[src/rtl/s5378_n484_bist.sv]
// s5378_n484_bist
// Pattern-generation and signature-compaction BIST engine for the s5378
// n484 logic cone.
//
// A 22-bit LFSR produces the stimulus applied to the cone inputs. The
// cone's single-bit response is compacted each cycle into a 16-bit MISR,
// and the final signature is compared against the expected value that
// was captured when the run started.
//
// Ports
//   CK       in   1   clock, rising edge active
//   reset    in   1   asynchronous active-high reset
//   start    in   1   run request, sampled only in IDLE
//   abort    in   1   terminate the current run, back to IDLE
//   seed     in  22   LFSR start pattern (zero is replaced by 1)
//   n_pat    in  16   number of patterns to apply
//   exp_sig  in  16   expected signature
//   resp     in   1   combinational cone response to the current pat
//   pat      out 22   stimulus, pat[0] = n1850gat ... pat[21] = n2506gat
//   busy     out  1   high while patterns are being applied
//   done     out  1   one-cycle completion pulse
//   pass     out  1   final signature matched exp_sig
//   sig      out 16   final signature
//
// state | meaning
// ------+-----------------------------------------------------------
// IDLE  | waiting for start; pat, sig and pass hold their values
// RUN   | one pattern applied and one response compacted per cycle
// DONE  | result published; done high for this single cycle

module s5378_n484_bist #(
    parameter logic [15:0] MISR_POLY = 16'h1021,
    parameter logic [15:0] MISR_INIT = 16'hFFFF
) (
    input  logic        CK,
    input  logic        reset,
    input  logic        start,
    input  logic        abort,
    input  logic [21:0] seed,
    input  logic [15:0] n_pat,
    input  logic [15:0] exp_sig,
    input  logic        resp,
    output logic [21:0] pat,
    output logic        busy,
    output logic        done,
    output logic        pass,
    output logic [15:0] sig
);

    typedef enum logic [1:0] {
        IDLE = 2'd0,
        RUN  = 2'd1,
        DONE = 2'd2
    } state_t;

    state_t      state;
    logic [15:0] misr;
    logic [15:0] cnt;
    logic [15:0] n_pat_q;
    logic [15:0] exp_sig_q;

    logic [15:0] misr_next;
    logic [21:0] pat_next;
    logic        last_cycle;

    // resp belongs to the pattern currently on pat, so it is folded in on
    // the same edge that replaces that pattern.
    always_comb begin
        misr_next  = {misr[14:0], 1'b0} ^ ((misr[15] ^ resp) ? MISR_POLY : 16'h0000);
        pat_next   = {pat[20:0], pat[21] ^ pat[20]};
        last_cycle = (cnt == (n_pat_q - 16'd1));
    end

    always_ff @(posedge CK or posedge reset) begin
        if (reset) begin
            state     <= IDLE;
            pat       <= 22'h000000;
            misr      <= MISR_INIT;
            cnt       <= 16'h0000;
            n_pat_q   <= 16'h0000;
            exp_sig_q <= 16'h0000;
            sig       <= 16'h0000;
            pass      <= 1'b0;
            busy      <= 1'b0;
            done      <= 1'b0;
        end else begin
            done <= 1'b0;
            case (state)
                IDLE: begin
                    // abort outranks a simultaneous start
                    if (start && !abort) begin
                        misr      <= MISR_INIT;
                        cnt       <= 16'h0000;
                        n_pat_q   <= n_pat;
                        exp_sig_q <= exp_sig;
                        if (n_pat == 16'h0000) begin
                            // empty run: publish the untouched MISR, pat unchanged
                            state <= DONE;
                            sig   <= MISR_INIT;
                            pass  <= (MISR_INIT == exp_sig);
                            done  <= 1'b1;
                        end else begin
                            state <= RUN;
                            busy  <= 1'b1;
                            pat   <= (seed == 22'h000000) ? 22'h000001 : seed;
                        end
                    end
                end
                RUN: begin
                    if (abort) begin
                        // run discarded; pat, sig and pass keep their values
                        state <= IDLE;
                        busy  <= 1'b0;
                    end else begin
                        misr <= misr_next;
                        pat  <= pat_next;
                        cnt  <= cnt + 16'd1;
                        if (last_cycle) begin
                            state <= DONE;
                            busy  <= 1'b0;
                            done  <= 1'b1;
                            sig   <= misr_next;
                            pass  <= (misr_next == exp_sig_q);
                        end
                    end
                end
                DONE: begin
                    state <= IDLE;
                end
                default: begin
                    state <= IDLE;
                    busy  <= 1'b0;
                end
            endcase
        end
    end

endmodule

[config.mk]
export PLATFORM = sky130hd
export DESIGN_NAME = s5378_n484_bist
export DESIGN_NICKNAME = d
export VERILOG_FILES = /design/src/rtl/s5378_n484_bist.sv
export SDC_FILE = /design/constraint.sdc
export NUM_CORES = 1
export LEC_CHECK = 0
export CORE_UTILIZATION = 45
export DETAILED_ROUTE_END_ITERATION = 8
export GPL_ROUTABILITY_DRIVEN = 0
export PLACE_DENSITY = 0.7
export SETUP_SLACK_MARGIN = 0.05
export SLEW_MARGIN = 10
export SYNTH_ARGS = -nofsm -noshare
export SYNTH_HDL_FRONTEND = slang
export SYNTH_SLANG_ARGS = --single-unit
[constraint.sdc]
create_clock -name CK -period 7.1 [get_ports CK]
set_input_delay 1.065 -clock CK [delete_from_list [all_inputs] [get_ports CK]]
set_output_delay 1.065 -clock CK [all_outputs]
set_load 0.05 [all_outputs]
Word level (Yosys, flattened, before mapping). Cells that the tools add are included. Widths: inputs -> output; s select.

Bits in registers: 107. Input bits: 59. Output and inout port bits: 41. Word-level logic and storage cells: 76.

Add/subtract/negate cells: 2. Equal/unequal tests: 11. Muxes and demuxes: 37. Bitwise operators: 4. Reduce and logical (&&, ||, !) cells: 12.

Operators with widths (number): $mux 16 (8); $pmux 16 s2 (3); $mux 22 (4); $pmux 22 s2 (1); $eq 16x16->1 (2); $logic_not 22->1 (1); $add 16x1->16 const B (1); $eq 16x16->1 const A (1); $logic_not 16->1 (1); $sub 16x1->16 const B (1); $xor 16x13->16 (1); $mux 13 (1); $mux 1 (12); $ne 2x2->1 const B (5); $mux 2 (4); $reduce_and 4->1 (2); $reduce_and 5->1 (1); $pmux 1 s2 (2); $pmux 2 s2 (1); $reduce_and 2->1 (2); $ne 3x3->1 const B (1); $pmux 1 s3 (1); $reduce_and 3->1 (1); $eq 2x1->1 const B (1); 7 further kinds (8).

Longest topological paths before layout. Gate-level depths: netlist (run 1).

Depth in word-level cells: 7. Gate-level depth with buffers: 13. Gate-level depth less buffers: 10.

Worst setup path after synthesis (run 1). No wires, ideal clock.

Path kind: input port to flip-flop. Start point: in abort. End point: reg pass. Setup time: 0.082 ns. Arrival: 3.063 ns. Data required time: 7.018 ns. Path slack: 3.955 ns. Cell stages on the path: 8. Path buffers: 3. Cell sequence: nor4b_1 -> or2_2 -> clkbuf_1 -> o21a_1 -> clkbuf_1 -> clkbuf_1 -> nor2_1 -> a22oi_2.

Cells in the longest elaborated chain, start to end: 4. Elaborated cells between the ends (all ways): 5. Classes of those cells: 2 x eq/ne; 3 x reduce/logical.

RTL lines: from (decl) (RTL line 38) `input logic abort,`; $logic_not 1->1 (RTL line 91) `if (start && !abort) begin`; $logic_and 1x1->1 (RTL line 91); $ne 2x2->1 (no line); $reduce_and 5->1 (no line) (*); to (signal assigned) (RTL line 100) `pass <= (MISR_INIT == exp_sig);`; to (signal assigned) (RTL line 123) `pass <= (misr_next == exp_sig_q);`; to (decl) (RTL line 46) `output logic pass,`.

Every way passes the cells marked *; elsewhere a longest branch is shown, timed or not. A chain may end at the register's enable or synchronous reset.

Worst setup path in the final report (run 1). Same ends and word-level chain as after synthesis.

==> results.toml, run 1 <==
[die]
initial_core_util = 0.466
rows = 39
coreArea_um2 = 11500
ioPinCount = 100
die_w_um = 111
die_h_um = 111
dieArea_um2 = 12400

[timing]
final.setup.tns_ps = 0
min_period_ps = 3630
finalMaxSlewViolations = 0
hold_violations = 0
clock.fmax_mhz = 276
tightest_slew_ps = 1060
setup_viol = 0
period_share = 0.511
rsz0062_at_grt = "false"
skew_ps = 8.64
max_slew_margin = 0.294

[run]
maxCapViolCount = 0

[place]
placed_cells = 749
place_hpwl_um = 8970
port_buffers = 99
postPlaceCellArea_um2 = 6450

[worst_setup_path]
rrSetupSlack_ps = 3480
endpoint_kind = "flop"
r2r_cells = 10
r2r_start = "n_pat_q[0]"
critPathKind = "input port to flop"
worstSetupStartpointType = "input port"
arrival_ps = 3820
rr_endpoint = "sig[3]"
worstPathMaxFanout = 52
worstPathRequired_ps = 7290

[power_and_ir_drop]
power_leakage_nw = 2.96
power.density_nw_per_um2 = 276
irDropWorstVdd_uv = 171

[yosys]
synth-compound-area-share = 0.100
synth.area.top_cells = "dfrtp_1 (42%), dfstp_2 (7.8%), mux2_2 (6.1%), nor2_1 (4.3%), mux2i_1 (4.3%)"
synth_cell_types = 49
syn-num-nets = 593
synth_area_leader_cell = "dfrtp_1"
yosysMostFrequentCell = "dfrtp_1"
yosys_warnings = 0
ys_async_sr_fraction = 1.00
syn_inst = 532
synth-xor-area-share = 0.0815
synth_edf_count = 0
ys.flop_type = "dfrtp_1"
synth_top_cell_area_share = 0.424
synth_top_family_by_area = "simple AND/OR/NAND/NOR gates"
yosysSeqAreaShare = 0.502
synthMuxAreaShare = 0.104
synth_area_per_cell_um2 = 10.1
synth-adder-area-share = 0.00466
synth_commonest_cells = "dfrtp_1 (91), nor2_1 (62), nand2_1 (45)"
synth-seq-cells = 107
netlist_area_um2 = 5370
synthSimpleGateAreaFrac = 0.167

[drt]
drt-total-wl_um = 12800
drc = 4
wl_met3_um = 810
top_layer = "met4"
vias = 4264
ant_nets = 0
drt-met1-wl_um = 5540
drtPass1Iterations = 7
avgRoutedWirePerCell_um = 16.8
drt_iter0_markers = 189
avgViaCountPerCell = 5.57
met2_length_um = 6240

[clocking]
cts_htree_levels = 3
clk_latency_ps = 350
cts_tree = "done"
ctsLongestPathBuffers = 2
post-cts-setup-buffers = 0
cts_sinks = 107
cts_buffers = 9
cts-root-buf = "clkbuf_16"
postCtsHoldBufs = 0
ctsResizeCount = 0
clkTransAtPathRegs_ps = 70

[final_layout]
finalNonFillerCells = 765
final_cell_area_um2 = 6800
layout-drive-gt1-share = 0.127
areaGrowthSynthToFinish_pct = 26.6
finalNetCount = 678
diodes = 0

[min_path]
hold_end = "pat[10]"
holdPathStages = 2
min-delay-start = "pat[10]"
hp-class = "flop to flop"

[grt]
first_global_vias = 4365
grt_max_degree = 86
grt_remaining_overflow = 0
grt_pass1_wl_um = 21800
antenna_found_initial = 0
grt_usage = 0.222

[outcome]
status = "finished, violations left"
violations = "DRC"
layer usage:
layer | up-vias | GRT usage
li1 | 2033 | -
met1 | 2090 | 0.282
met2 | 123 | 0.357
met3 | 18 | 0.0727
met4 | 0 | 0.0748
met5 | - | 0
worst max-delay path, stage by stage:
cell and delay (ps):
clkdlybuf4s50_1 460, nor4b_2 290, buf_4 530, or2_2 440, o21a_1 630, inv_1 130, o31ai_1 140, a22oi_2 130
flip-flops by register name, summed over array words and instances (netlist names):
signal and flops:
sig 16, pass 1, cnt 16, n_pat_q 16, busy 1, exp_sig_q 16, done 1, pat 22
state 2, misr 16
cells in the final DEF (no fill, tap or decap), types with 2 or more instances in the layout:
| cell type | n |
|---|---|
| xnor2_1 | 25 |
| or3b_1 | 2 |
| dfrtp_1 | 91 |
| inv_1 | 20 |
| xor2_1 | 25 |
| nor3_1 | 14 |
| mux2i_1 | 23 |
| nor2_1 | 61 |
| ha_1 | 2 |
| and3_1 | 2 |
| or3_1 | 2 |
| nor3b_1 | 2 |
| nor4b_1 | 2 |
| buf_4 | 4 |
| mux2_2 | 29 |
| a21oi_1 | 15 |
| clkbuf_16 | 9 |
| or2_2 | 3 |
| o31ai_1 | 5 |
| nand4_1 | 14 |
| a31oi_1 | 8 |
| nand3_1 | 8 |
| bufinv_16 | 3 |
| clkinv_4 | 3 |
| or4_1 | 3 |
| clkdlybuf4s50_1 | 99 |
| nor4_1 | 16 |
| a22oi_1 | 15 |
| nand2_1 | 45 |
| o21ai_0 | 32 |
| a41oi_1 | 2 |
| o22ai_1 | 2 |
| dfstp_2 | 16 |
cell families after synthesis:
| logic type | Yosys count |
|---|---|
| AND/OR/NAND/NOR | 184 |
| AO/OA/AOI/OAI | 87 |
| flip-flops | 107 |
| buffers and inverters | 50 |
| adder cells (fa/ha/maj) | 2 |
| XOR/XNOR | 50 |
| multiplexers | 52 |
layout make-up:
cell class                      count  area (µm²)
Multi-Input combinational cell    375        2470
Sequential cell                   107        2700
Tap cell                          143         179
Clock buffer                        9         225
Timing Repair Buffer              103        1020
Clock inverter                      7         125
Inverter                           21        81.3
Fill cell                         977        4710
power by group:
part | total, mW | internal (mW) | switching (mW)
registers | 0.789 | 0.698 | 0.0910
clock network | 0.586 | 0.348 | 0.238
logic | 0.506 | 0.208 | 0.297
total | 1.88 | 1.25 | 0.626
how the worst max path moves through the flow:
stage          slack, ps  cells past startpoint   from      end
6_report            3470                      8  abort     pass
5_1_grt             3140                     10  abort  cnt[13]
4_1_cts             3320                     10  abort  cnt[15]
3_5_place_dp        2950                     10  abort  cnt[15]
3_3_place_gp        3060                     10  abort  cnt[13]
2_1_floorplan       3240                      1  reset     busy
per-stage QoR:
step	util	total power, mW	setup WS (ps)	hold WS, ps
final	0.591	1.88	3470	515
after global routing	0.591	1.97	3140	540
after CTS	0.591	1.89	3320	517
after detailed placement	0.560	1.30	2950	501
after global placement	0.560	1.29	3060	489
after floorplan	-	1.12	3240	475
Note: power is estimated with default switching activity, not from simulation.
==> run 2, diff against run 1 <==
- clock period: 7.1 -> 3.5 ns (I/O delays scaled with it)
==> results.toml, run 2 (synthesis results as in run 1) <==
[run]
maxCapViolCount = 0

[grt]
grt_pass1_wl_um = 21400
antenna_found_initial = 0
grt_usage = 0.218
grt_remaining_overflow = 0
grt_max_degree = 66
first_global_vias = 4395

[clocking]
postCtsHoldBufs = 0
cts_tree = "done"
ctsResizeCount = 0
clkTransAtPathRegs_ps = 70
clk_latency_ps = 350
cts_htree_levels = 3
cts_buffers = 9
ctsLongestPathBuffers = 2
cts-root-buf = "clkbuf_16"
cts_sinks = 107
post-cts-setup-buffers = 0

[final_layout]
layout-drive-gt1-share = 0.129
regArea_um2 = 2700
multi_input_area_um2 = 2470
largest_register_ffs = 22
final_common_cell = "clkdlybuf4s50_1"
fillers = 988
largest-register = "pat"
areaGrowthSynthToFinish_pct = 26.4
finalNetCount = 683
diodes = 0
layout_common_cells = "clkdlybuf4s50_1 (99), dfrtp_1 (91), nor2_1 (62)"
finalNonFillerCells = 770

[timing]
max_slew_margin = 0.363
period_share = 0.908
final.setup.tns_ps = 0
clock.fmax_mhz = 315
rsz0062_at_grt = "false"
finalMaxSlewViolations = 0
min_period_ps = 3180
hold_violations = 0
skew_ps = 8.00
setup_viol = 0
tightest_slew_ps = 952
fin_hold_ws_ps = 509

[worst_setup_path]
worstPathRequired_ps = 3720
r2r_start = "n_pat_q[0]"
arrival_ps = 3400
critPathLaunch = "n_pat_q[0]"
r2r_cells = 11
endpoint_kind = "flop"
worstPathMaxFanout = 17
endpoint = "sig[8]"
worstSetupStartpointType = "flop"
critPathKind = "flop to flop"
rrSetupSlack_ps = 320
rr_endpoint = "sig[8]"

[power_and_ir_drop]
power_leakage_nw = 2.95
power.density_nw_per_um2 = 536
finalPower_mw = 3.64
irDropWorstVdd_uv = 272

[place]
port_buffers = 99
placed_cells = 754
place_hpwl_um = 9010

[outcome]
violations = "DRC"
status = "finished, violations left"

[die]
die_w_um = 111
ioPinCount = 100
rows = 39
initial_core_util = 0.466
coreArea_um2 = 11500
dieArea_um2 = 12400
die_h_um = 111

[drt]
vias = 4249
avgRoutedWirePerCell_um = 16.2
drt-total-wl_um = 12500
drt_iter0_markers = 217
drc = 4
ant_nets = 0
avgViaCountPerCell = 5.52
drtPass1Iterations = 6

[min_path]
hp-class = "flop to flop"
run 2: cell types whose count changed in the layout (fill, tap and decap cells not counted), moves of 2 or more:
cell	change
bufinv_16	-2
clkinv_2	+2
clkinv_4	-3
buf_4	+4
clkbuf_1	+2
clkinvlp_4	+2
run 2: layout make-up:
cell class / count / share of cell area
Sequential cell: 107 / 0.397
Multi-Input combinational cell: 375 / 0.364
Timing Repair Buffer: 108 / 0.158
Clock buffer: 11 / 0.0343
Tap cell: 143 / 0.0264
Inverter: 21 / 0.0120
Clock inverter: 5 / 0.00811
run 2: per-layer routing:
metal | vias to the layer above | part of all wire | global-route usage
met3 | 14 | 0.065 | 0.0705
met5 | - | 0 | 0
met2 | 122 | 0.46 | 0.346
met4 | 0 | 0.014 | 0.0667
met1 | 2071 | 0.46 | 0.284
li1 | 2042 | - | -
run 2: critical path, stage by stage (launching register included):
cell and delay (ps):
dfrtp_1 410, inv_1 90, ha_1 220, or3b_1 520, nor3_2 170, xnor2_1 70
or3b_1 370, a31oi_1 180, nand4_1 250, or3_1 370, buf_4 240, mux2i_1 150
run 2: how the worst min path moves through the flow:
stage / start / endpoint / slack, ps / depth (start not counted)
6_report: misr[15] / misr[15] / 510 / 2
5_1_grt: misr[15] / misr[15] / 530 / 2
4_1_cts: misr[15] / misr[15] / 510 / 2
3_5_place_dp: misr[15] / misr[15] / 500 / 2
3_3_place_gp: pat[17] / pat[17] / 490 / 2
2_1_floorplan: misr[1] / misr[1] / 480 / 2
run 2: metrics by stage:
step / util / area, µm² / setup slack, ps
2_1_floorplan: - / 5370 / 184
3_3_place_gp: 0.564 / 6500 / 464
3_5_place_dp: 0.564 / 6500 / 353
4_1_cts: 0.589 / 6790 / 336
5_1_grt: 0.589 / 6790 / 132
6_report: 0.589 / 6790 / 321
run 2: report_power, final:
| group | internal (mW) | switching (mW) |
|---|---|---|
| Clock | 0.553 | 0.455 |
| Sequential | 1.42 | 0.184 |
| Combinational | 0.428 | 0.604 |
